<file path="src/rtl/icache_pkg.sv">
// Shared types, geometry defaults and address helpers
// for the direct-mapped instruction cache.
package icache_pkg;

    typedef enum logic {IDLE, REFILL} state_t;

    localparam int DEF_LINE_ADDR_LEN = 3;
    localparam int DEF_SET_ADDR_LEN  = 4;

    function automatic logic [29:0] addr_word(
        input logic [29:0] a,
        input int          ll
    );
        return a & ((30'd1 << ll) - 30'd1);
    endfunction

    function automatic logic [29:0] addr_set(
        input logic [29:0] a,
        input int          ll,
        input int          sl
    );
        return (a >> ll) & ((30'd1 << sl) - 30'd1);
    endfunction

    function automatic logic [29:0] addr_tag(
        input logic [29:0] a,
        input int          ll,
        input int          sl
    );
        return a >> (ll + sl);
    endfunction

    function automatic logic [31:0] sat_inc(input logic [31:0] c);
        return (c == '1) ? c : c + 32'd1;
    endfunction

endpackage

</file>
<file path="src/rtl/icache_refill_fsm.sv">
// Miss detection, line refill sequencing over the
// request/grant memory port, and deferred flush handling.
module icache_refill_fsm
    import icache_pkg::*;
#(
    parameter int LINE_ADDR_LEN = DEF_LINE_ADDR_LEN
) (
    input  logic        clk,
    input  logic        rst_n,
    input  logic        rd_req,
    input  logic        hit,
    input  logic        flush,
    input  logic [31:2] addr,
    input  logic        mem_gnt,
    output state_t      state,
    output logic        start,
    output logic        mem_rd_req,
    output logic [31:2] mem_addr,
    output logic        fill_we,
    output logic        fill_valid,
    output logic        inval_all
);

    localparam int BW = (LINE_ADDR_LEN > 0) ? LINE_ADDR_LEN : 1;
    localparam logic [BW-1:0] LAST = BW'((1 << LINE_ADDR_LEN) - 1);
    localparam logic [29:0] WMASK = (30'd1 << LINE_ADDR_LEN) - 30'd1;

    state_t        state_d;
    logic [BW-1:0] beat;
    logic          flush_pend;
    logic          fill_last;
    logic          flush_eff;

    assign start     = (state == IDLE) && rd_req && !hit;
    assign fill_we   = (state == REFILL) && mem_gnt;
    assign fill_last = fill_we && (beat == LAST);
    assign flush_eff = flush_pend || flush;

    // A flush seen during refill must also veto the line being filled
    assign fill_valid = fill_last && !flush_eff;
    assign inval_all  = ((state == IDLE) && flush)
                     || (fill_last && flush_eff);

    always_comb begin
        state_d = state;
        unique case (state)
            IDLE:    if (start) state_d = REFILL;
            REFILL:  if (fill_last) state_d = IDLE;
            default: state_d = IDLE;
        endcase
    end

    always_ff @(posedge clk or negedge rst_n) begin
        if (!rst_n) state <= IDLE;
        else        state <= state_d;
    end

    always_ff @(posedge clk or negedge rst_n) begin
        if (!rst_n) begin
            beat       <= '0;
            mem_rd_req <= 1'b0;
            mem_addr   <= '0;
            flush_pend <= 1'b0;
        end else begin
            if (start) begin
                beat       <= '0;
                mem_rd_req <= 1'b1;
                mem_addr   <= addr & ~WMASK;
            end else if (fill_we) begin
                beat <= beat + BW'(1);
                if (fill_last) mem_rd_req <= 1'b0;
                else           mem_addr   <= mem_addr + 30'd1;
            end
            if (fill_last)
                flush_pend <= 1'b0;
            else if ((state == REFILL) && flush)
                flush_pend <= 1'b1;
        end
    end

endmodule

</file>
<file path="src/rtl/icache_dm.sv">
// Direct-mapped read-only instruction cache: tag/valid/data
// arrays, lookup, registered fetch output and statistics.
module icache_dm
    import icache_pkg::*;
#(
    parameter int LINE_ADDR_LEN = DEF_LINE_ADDR_LEN,
    parameter int SET_ADDR_LEN  = DEF_SET_ADDR_LEN,
    parameter int TAG_ADDR_LEN  = 30 - LINE_ADDR_LEN - SET_ADDR_LEN
) (
    input  logic        clk,
    input  logic        rst_n,
    input  logic        rd_req,
    input  logic [31:2] addr,
    output logic [31:0] rd_data,
    output logic        rd_valid,
    output logic        miss,
    input  logic        flush,
    output logic        mem_rd_req,
    output logic [31:2] mem_addr,
    input  logic        mem_gnt,
    input  logic [31:0] mem_rd_data,
    output logic [31:0] hit_cnt,
    output logic [31:0] miss_cnt
);

    localparam int SETS  = 1 << SET_ADDR_LEN;
    localparam int IW    = LINE_ADDR_LEN + SET_ADDR_LEN;
    localparam int WORDS = 1 << IW;

    logic [31:0]             data_arr [WORDS];
    logic [TAG_ADDR_LEN-1:0] tag_arr  [SETS];
    logic [SETS-1:0]         valid;

    logic [TAG_ADDR_LEN-1:0] tag, fill_tag;
    logic [SET_ADDR_LEN-1:0] set_idx, fill_set;
    logic [IW-1:0]           rd_idx, wr_idx;

    state_t state;
    logic   hit, start, fill_we, fill_valid, inval_all;

    assign tag     = TAG_ADDR_LEN'(addr_tag(addr, LINE_ADDR_LEN, SET_ADDR_LEN));
    assign set_idx = SET_ADDR_LEN'(addr_set(addr, LINE_ADDR_LEN, SET_ADDR_LEN));
    assign rd_idx  = IW'((addr_set(addr, LINE_ADDR_LEN, SET_ADDR_LEN)
                          << LINE_ADDR_LEN)
                         | addr_word(addr, LINE_ADDR_LEN));

    // The refill address already carries {tag, set, beat} of the line
    assign fill_tag = TAG_ADDR_LEN'(addr_tag(mem_addr, LINE_ADDR_LEN, SET_ADDR_LEN));
    assign fill_set = SET_ADDR_LEN'(addr_set(mem_addr, LINE_ADDR_LEN, SET_ADDR_LEN));
    assign wr_idx   = IW'((addr_set(mem_addr, LINE_ADDR_LEN, SET_ADDR_LEN)
                           << LINE_ADDR_LEN)
                          | addr_word(mem_addr, LINE_ADDR_LEN));

    assign hit  = (state == IDLE) && rd_req && valid[set_idx]
               && (tag_arr[set_idx] == tag);
    assign miss = rd_req && !hit;

    icache_refill_fsm #(
        .LINE_ADDR_LEN(LINE_ADDR_LEN)
    ) u_fsm (
        .clk        (clk),
        .rst_n      (rst_n),
        .rd_req     (rd_req),
        .hit        (hit),
        .flush      (flush),
        .addr       (addr),
        .mem_gnt    (mem_gnt),
        .state      (state),
        .start      (start),
        .mem_rd_req (mem_rd_req),
        .mem_addr   (mem_addr),
        .fill_we    (fill_we),
        .fill_valid (fill_valid),
        .inval_all  (inval_all)
    );

    always_ff @(posedge clk) begin
        if (fill_we)    data_arr[wr_idx]  <= mem_rd_data;
        if (fill_valid) tag_arr[fill_set] <= fill_tag;
    end

    always_ff @(posedge clk or negedge rst_n) begin
        if (!rst_n) begin
            valid    <= '0;
            rd_data  <= '0;
            rd_valid <= 1'b0;
            hit_cnt  <= '0;
            miss_cnt <= '0;
        end else begin
            rd_valid <= hit;
            if (hit) begin
                rd_data <= data_arr[rd_idx];
                hit_cnt <= sat_inc(hit_cnt);
            end
            if (start) miss_cnt <= sat_inc(miss_cnt);
            if (inval_all)       valid           <= '0;
            else if (fill_valid) valid[fill_set] <= 1'b1;
        end
    end

endmodule

</file>
<file path="config.mk">
export PLATFORM = sky130hd
export DESIGN_NAME = icache_dm
export DESIGN_NICKNAME = d
export VERILOG_FILES = /design/src/rtl/icache_pkg.sv /design/src/rtl/icache_refill_fsm.sv /design/src/rtl/icache_dm.sv
export SDC_FILE = /design/constraint.sdc
export NUM_CORES = 2
export LEC_CHECK = 0
export BUFFER_PORTS_ARGS = -buffer_cell sky130_fd_sc_hd__buf_2
export CAP_MARGIN = 0
export CORE_MARGIN = 2
export CORE_UTILIZATION = 50
export CTS_BUF_LIST = sky130_fd_sc_hd__clkbuf_4
export DETAILED_ROUTE_END_ITERATION = 10
export PLACE_DENSITY_LB_ADDON = 0.05
export SLEW_MARGIN = 20
export SYNTH_ARGS = -nofsm -noshare
export SYNTH_HDL_FRONTEND = slang
export SYNTH_HIERARCHICAL = 1
export SYNTH_MEMORY_MAX_BITS = 65536
export SYNTH_SLANG_ARGS = --single-unit
</file>
<file path="constraint.sdc">
create_clock -name clk -period 4.3 [get_ports clk]
set_clock_uncertainty 0.15 [all_clocks]
set_input_delay 0.43 -clock clk [delete_from_list [all_inputs] [get_ports clk]]
set_output_delay 0.43 -clock clk [all_outputs]
set_load 0.03 [all_outputs]
</file>
* Word level (Yosys, flattened, before mapping)
Memories as Yosys holds them, arrays and structs flattened. A register that Yosys moved wholly into a read port is not among the register bits. Index checks and enable logic that the tools add are counted.
Cells by class: add/sub/neg operators 4, $lt $le $gt $ge 3, eq/ne operators 5, muxes and demuxes 23, bitwise operators 6, reductions and logical operators 25
Operators with widths (number):
- 2-to-1 mux 30 bit | 3
- adder 32 x 1 -> 32 bit, second input constant | 2
- == test 32 bit, second input constant | 2
- 2-to-1 mux 16 bit | 2
- adder 30 x 1 -> 30 bit, second input constant | 1
- == test 23 bit | 1
- OR 16 bit | 1
- OR 7 x 3 -> 7 bit | 2
- 2-to-1 mux 1 bit | 13
- logical AND 1 bit | 12
- less-than comparator 4 x 5 -> 1 bit, second input constant | 2
- AND reduction 2 bit | 4
- nonzero test 2 bit | 4
- 2-to-1 mux 3 bit | 2
- binary-select mux 1 bit (select 4 bit) | 1
- demux 1 bit (select 4 bit) | 1
- >= comparator 4 x 1 -> 1 bit, second input constant | 1
- adder 3 x 1 -> 3 bit, second input constant | 1
- == test 3 bit, second input constant | 1
- zero test 1 bit | 3
- NOT 1 bit | 3
- logical OR 1 bit | 2
- inequality test 2 bit, second input constant | 1
- case mux 1 bit (2 select lines) | 1
Storage, ports and cells: register bits after elaboration 117, memory bits (writable) 4464, bits of input ports 67, output and inout bits 129, logic and storage cells 77, memories 2
Memory list:
- data_arr | depth 128, width 32, rd ports 1, clocked after Yosys merged registers in 1, wr ports 1, RTL line icache_dm.sv:30 | logic [31:0] data_arr [WORDS];
- tag_arr | depth 16, width 23, rd ports 1, clocked after Yosys merged registers in 0, wr ports 1, RTL line icache_dm.sv:31 | logic [TAG_ADDR_LEN-1:0] tag_arr [SETS];

* Logic depth before layout (Yosys ltp)
depth in word-level cells 8, depth in mapped cells 21, gate-level depth less buffers 16

* Cells and area by module
Netlist, hierarchy kept.
By module, submodules not included:
- icache_dm | instances 1, cells each 7283, area an instance 174899.0 µm²
- icache_refill_fsm | instances 1, cells each 237, area an instance 2119.5 µm²

* Worst setup path after synthesis
Ideal clock, no wire load.
kind input port to flip-flop, from input port addr[5] (netlist name), to register miss_cnt[27], library setup time 133 ps, arrival 4085 ps, required time 4017 ps, slack -69 ps, stages on the path 21, path through buf_6 > buf_6 > buf_6 > buf_2 > mux2i_1 > mux2i_1 > a222oi_1 > nand2_1 > xor2_1 > nand3b_1 > nor4_1 > and4_1 > nor2_1 > nand2_1 > inv_1 > clkbuf_1 > o31ai_1 > or2_2 > nor3_1 > nand4_1 > xnor2_1
On the way: cells in the longest elaborated chain, start to end 7
Ends and longest elaborated chain:
- start: declaration | RTL line icache_dm.sv:13 | input logic [31:2] addr,
- branches (longest 3 deep; another with memory (16 x 23 bit))
- logical AND 1 bit (*) | RTL line icache_dm.sv:55 | && (tag_arr[set_idx] == tag);
- via hit | RTL line icache_dm.sv:39 | logic hit, start, fill_we, fill_valid, inval_all;
- zero test 1 bit (*) | RTL line icache_refill_fsm.sv:34 | assign start = (state == IDLE) && rd_req && !hit;
- logical AND 1 bit (*) | RTL line icache_refill_fsm.sv:34
- via start | RTL line icache_dm.sv:39
- AND reduction 2 bit (no source line) (*)
- end signal: assignment | RTL line icache_dm.sv:95 | if (start) miss_cnt <= sat_inc(miss_cnt);
- end: declaration | RTL line icache_dm.sv:23 | output logic [31:0] miss_cnt
Mark *: on every way through the listed nets, which the timed path passes. The select of a mux whose other input is x is not followed. A chain may end at the register's enable or synchronous reset.

* Worst setup path after layout
from memory tag_arr[3][15] (netlist name), to output port miss
On the way: cells in the longest elaborated chain, start to end 5
Ends and longest elaborated chain:
- start: declaration | RTL line icache_dm.sv:31
- memory (16 x 23 bit)
- == test 23 bit | RTL line icache_dm.sv:55
- logical AND 1 bit | RTL line icache_dm.sv:55
- zero test 1 bit | RTL line icache_dm.sv:56 | assign miss = rd_req && !hit;
- logical AND 1 bit | RTL line icache_dm.sv:56
- end: declaration | RTL line icache_dm.sv:16 | output logic miss,
No other way between the ends.

==> results_dict.tcl <==
set metrics [dict create \
    worst_slack_ns -0.6408 \
    clkPwrFrac_pct 38.6 \
    cts_inserted_buffers 1265 \
    utilization_pct 58.86 \
    cts_tree "yes" \
    die_h_um 599.0 \
    violations "setup timing" \
    final_cell_mix "edfxtp_1 (4,464), clkbuf_4 (1,823), mux4_2 (1,353)" \
    seqPwrFrac_pct 53.1 \
    status "finished with violations" \
    yosysUniqueCellTypes 76 \
    cp-end-kind "output port" \
    ios 196 \
    htree_levels 7 \
    hold_class "primary input to register" \
    drv_slew 0 \
    fp-row-count 218 \
    layout_commonest_cell "edfxtp_1" \
    final_cell_area_um2 207400 \
    die_w_um 599.0 \
    power.density_nw_per_um2 466.9 \
    sw_frac_of_total_pct 24.06 \
    postRouteWirelength_mm 505.8 \
    grt_pass1_vias 94568 \
    drc 0 \
    layout_worst_path_cycle_share_pct 114.9 \
    yosys_register_bits 4613 \
    tightestPinTransition_ns 1.155 \
    cts_sinks 4613 \
    holdPathStages 12 \
    initial_core_util_pct 50.23 \
    min_period_ns 4.941 \
    dr.pass1.iters 6 \
    dieArea_um2 358800 \
    dominantRegCellSynth "edfxtp_1" \
    drive_gt1_share_pct 42.27 \
    cts_root_buf "clkbuf_4" \
    grt_pass1_wl_mm 707.2 \
    globalplace.congestion 0.8508 \
    p_int_uw 73550 \
    async_flop_share_pct 3.230 \
    grt_max_degree 129 \
    final_nets 9469 \
    start_kind "register" \
    cts_max_path_buffers 5 \
    io_buffers 195 \
    cp_max_fo 2 \
    final-hold-violation-count 0 \
    p_comb_share_pct 8.2 \
    synth_area_um2 177000 \
    clock_latency_ns 1.68 \
    cap_violations 0 \
    core_um2 352400 \
    rsz0062_at_grt "yes" \
    cellLeakagePower_uw 0.06789 \
    crit_type "register to output port" \
    setup-violations-final 1 \
    vdd_drop_max_mv 0.2709 \
    clkTransAtPathRegs_ns 0.07 \
    hold_slack_ns 0.2095 \
    ys_seq_area_share_pct 77.83 \
    dp_hpwl_mm 281.0 \
    synth_warnings 6 \
    max_freq_mhz 202.4 \
    switching_power_uw 23310 \
    globalRouteOverflowTotal 0 \
    relSlewSlack_pct 22.79 \
    required_ns 3.72 \
    synth_edf_count 4464 \
    dp.cells 12667 \
    syn_inst 7520 \
    num_vias 91663 \
    placed_area_um2 190000 \
    antenna_found_initial 33 \
    dp_slack_ns -0.2817 \
    critical_path_arrival_ns 4.36 \
    first_iter_violations 11018 \
    via_per_inst 6.138 \
    syn_area_per_cell_um2 23.54 \
    synthToLayoutAreaGrowth_pct 17.18 \
    routedWlPerCell_um 33.87 \
    grt_usage_pct 28.75 \
    final_cells 14934 \
    postRouteAntennaNets 0 \
    syn-num-nets 7592 \
    reg2regPathDepth 15 \
]
==> what timing repair did <==
action                     in CTS  in global routing
hold buffers                  193                  0
setup endpoints to repair       1                 26
setup buffers                   1                  0
pin swaps                       3                  1
resized for setup               4                  8
hold endpoints to repair     4834                  0
==> cell families after synthesis <==
logic type / after synthesis / share of synthesized area (%)
xor+xnor: 111 / 0.5492
fa+ha+maj: 5 / 0.03534
mux: 1425 / 17.63
flops: 4613 / 77.83
buf+inv: 414 / 0.9690
simple gates: 624 / 1.759
compound gates: 328 / 1.224
==> metal layers <==
metal	global-route usage (%)	vias to the layer above	routed length, µm
li1	-	36819	-
met1	40.74	49965	208900
met2	45.47	4191	247900
met3	5.196	684	36700
met4	10.14	4	12290
met5	0	-	23
==> worst max-delay path, cell delays in order (launching register included) <==
cell and delay (ns):
edfxtp_1 0.41, mux4_2 0.48, mux2i_2 0.23, mux2i_2 0.13
xnor2_2 0.27, or3b_1 0.41, nor4_2 0.16, buf_4 0.16
nand4_4 0.14, and2_4 0.20, buf_6 0.13
==> cell type report <==
type                       count  area (µm²)
timing repair buffer        1012        9986
antenna                       27       67.56
inverter                      12       45.04
fill                       26159      145000
clock buffer                1823       13690
clock inverter               224        1260
multi-input combinational   2493       38700
tap                         4730        5918
sequential                  4613      137800
==> power by group through the flow <==
stage / Sequential, µW / Combinational [µW] / Clock [µW]
after floorplan: 52400 / 3300 / 0
final: 51500 / 7980 / 37400
after global placement: 52300 / 7620 / 0
after CTS: 51400 / 8010 / 38400
after global routing: 51500 / 8310 / 40700
after detailed placement: 52400 / 7710 / 0
==> final timing paths <==
path,start,endpoint,slack [ns]
max,tag_arr[3][15],miss,-0.64
min,addr[8],u_fsm/mem_rd_req,0.21
max reg2reg,tag_arr[7][7],u_fsm/mem_addr[2],0.23
min reg2reg,rd_data[18],rd_data[18],0.33
max in group asynchronous,rst_n,miss_cnt[20],2.77
min in group asynchronous,rst_n,rd_data[29],0.36
==> cells in the mapped netlist, drive strengths merged (8+ instances only) <==
master / n / share of area [%]
nor4: 21 / 0.13
o22ai: 9 / 0.032
and3: 18 / 0.064
nand2: 166 / 0.36
nor3b: 8 / 0.034
o21ai: 65 / 0.19
mux4: 1353 / 17
nand3: 66 / 0.19
dfrtp: 149 / 2.1
a21oi: 81 / 0.23
nor3: 34 / 0.096
nor2b: 16 / 0.057
xnor2: 60 / 0.30
inv: 12 / 0.025
edfxtp: 4464 / 76
nand2b: 10 / 0.035
buf: 129 / 0.36
mux2: 15 / 0.095
clkbuf: 273 / 0.58
mux2i: 57 / 0.32
and4: 11 / 0.055
nand4: 42 / 0.16
nor2: 202 / 0.43
xor2: 51 / 0.25
a22oi: 132 / 0.56
==> stage by stage <==
stage / setup TNS (ns) / power [µW]
after floorplan: 0 / 55690
after global placement: -2.948 / 59950
after detailed placement: -1.587 / 60110
after CTS: -1.347 / 97870
after global routing: -0.8469 / 100500
final: -0.6408 / 96860
==> flip-flops by register name, summed over array words and instances, names as in the netlist <==
signal and flops:
u_fsm/flush_pend 1, tag_arr 368, u_fsm/state 1, rd_data 32, u_fsm/beat 3, valid 16, u_fsm/mem_rd_req 1, rd_valid 1
data_arr 4096, hit_cnt 32, miss_cnt 32, u_fsm/mem_addr 30
Power figures use the tool's default switching activity.
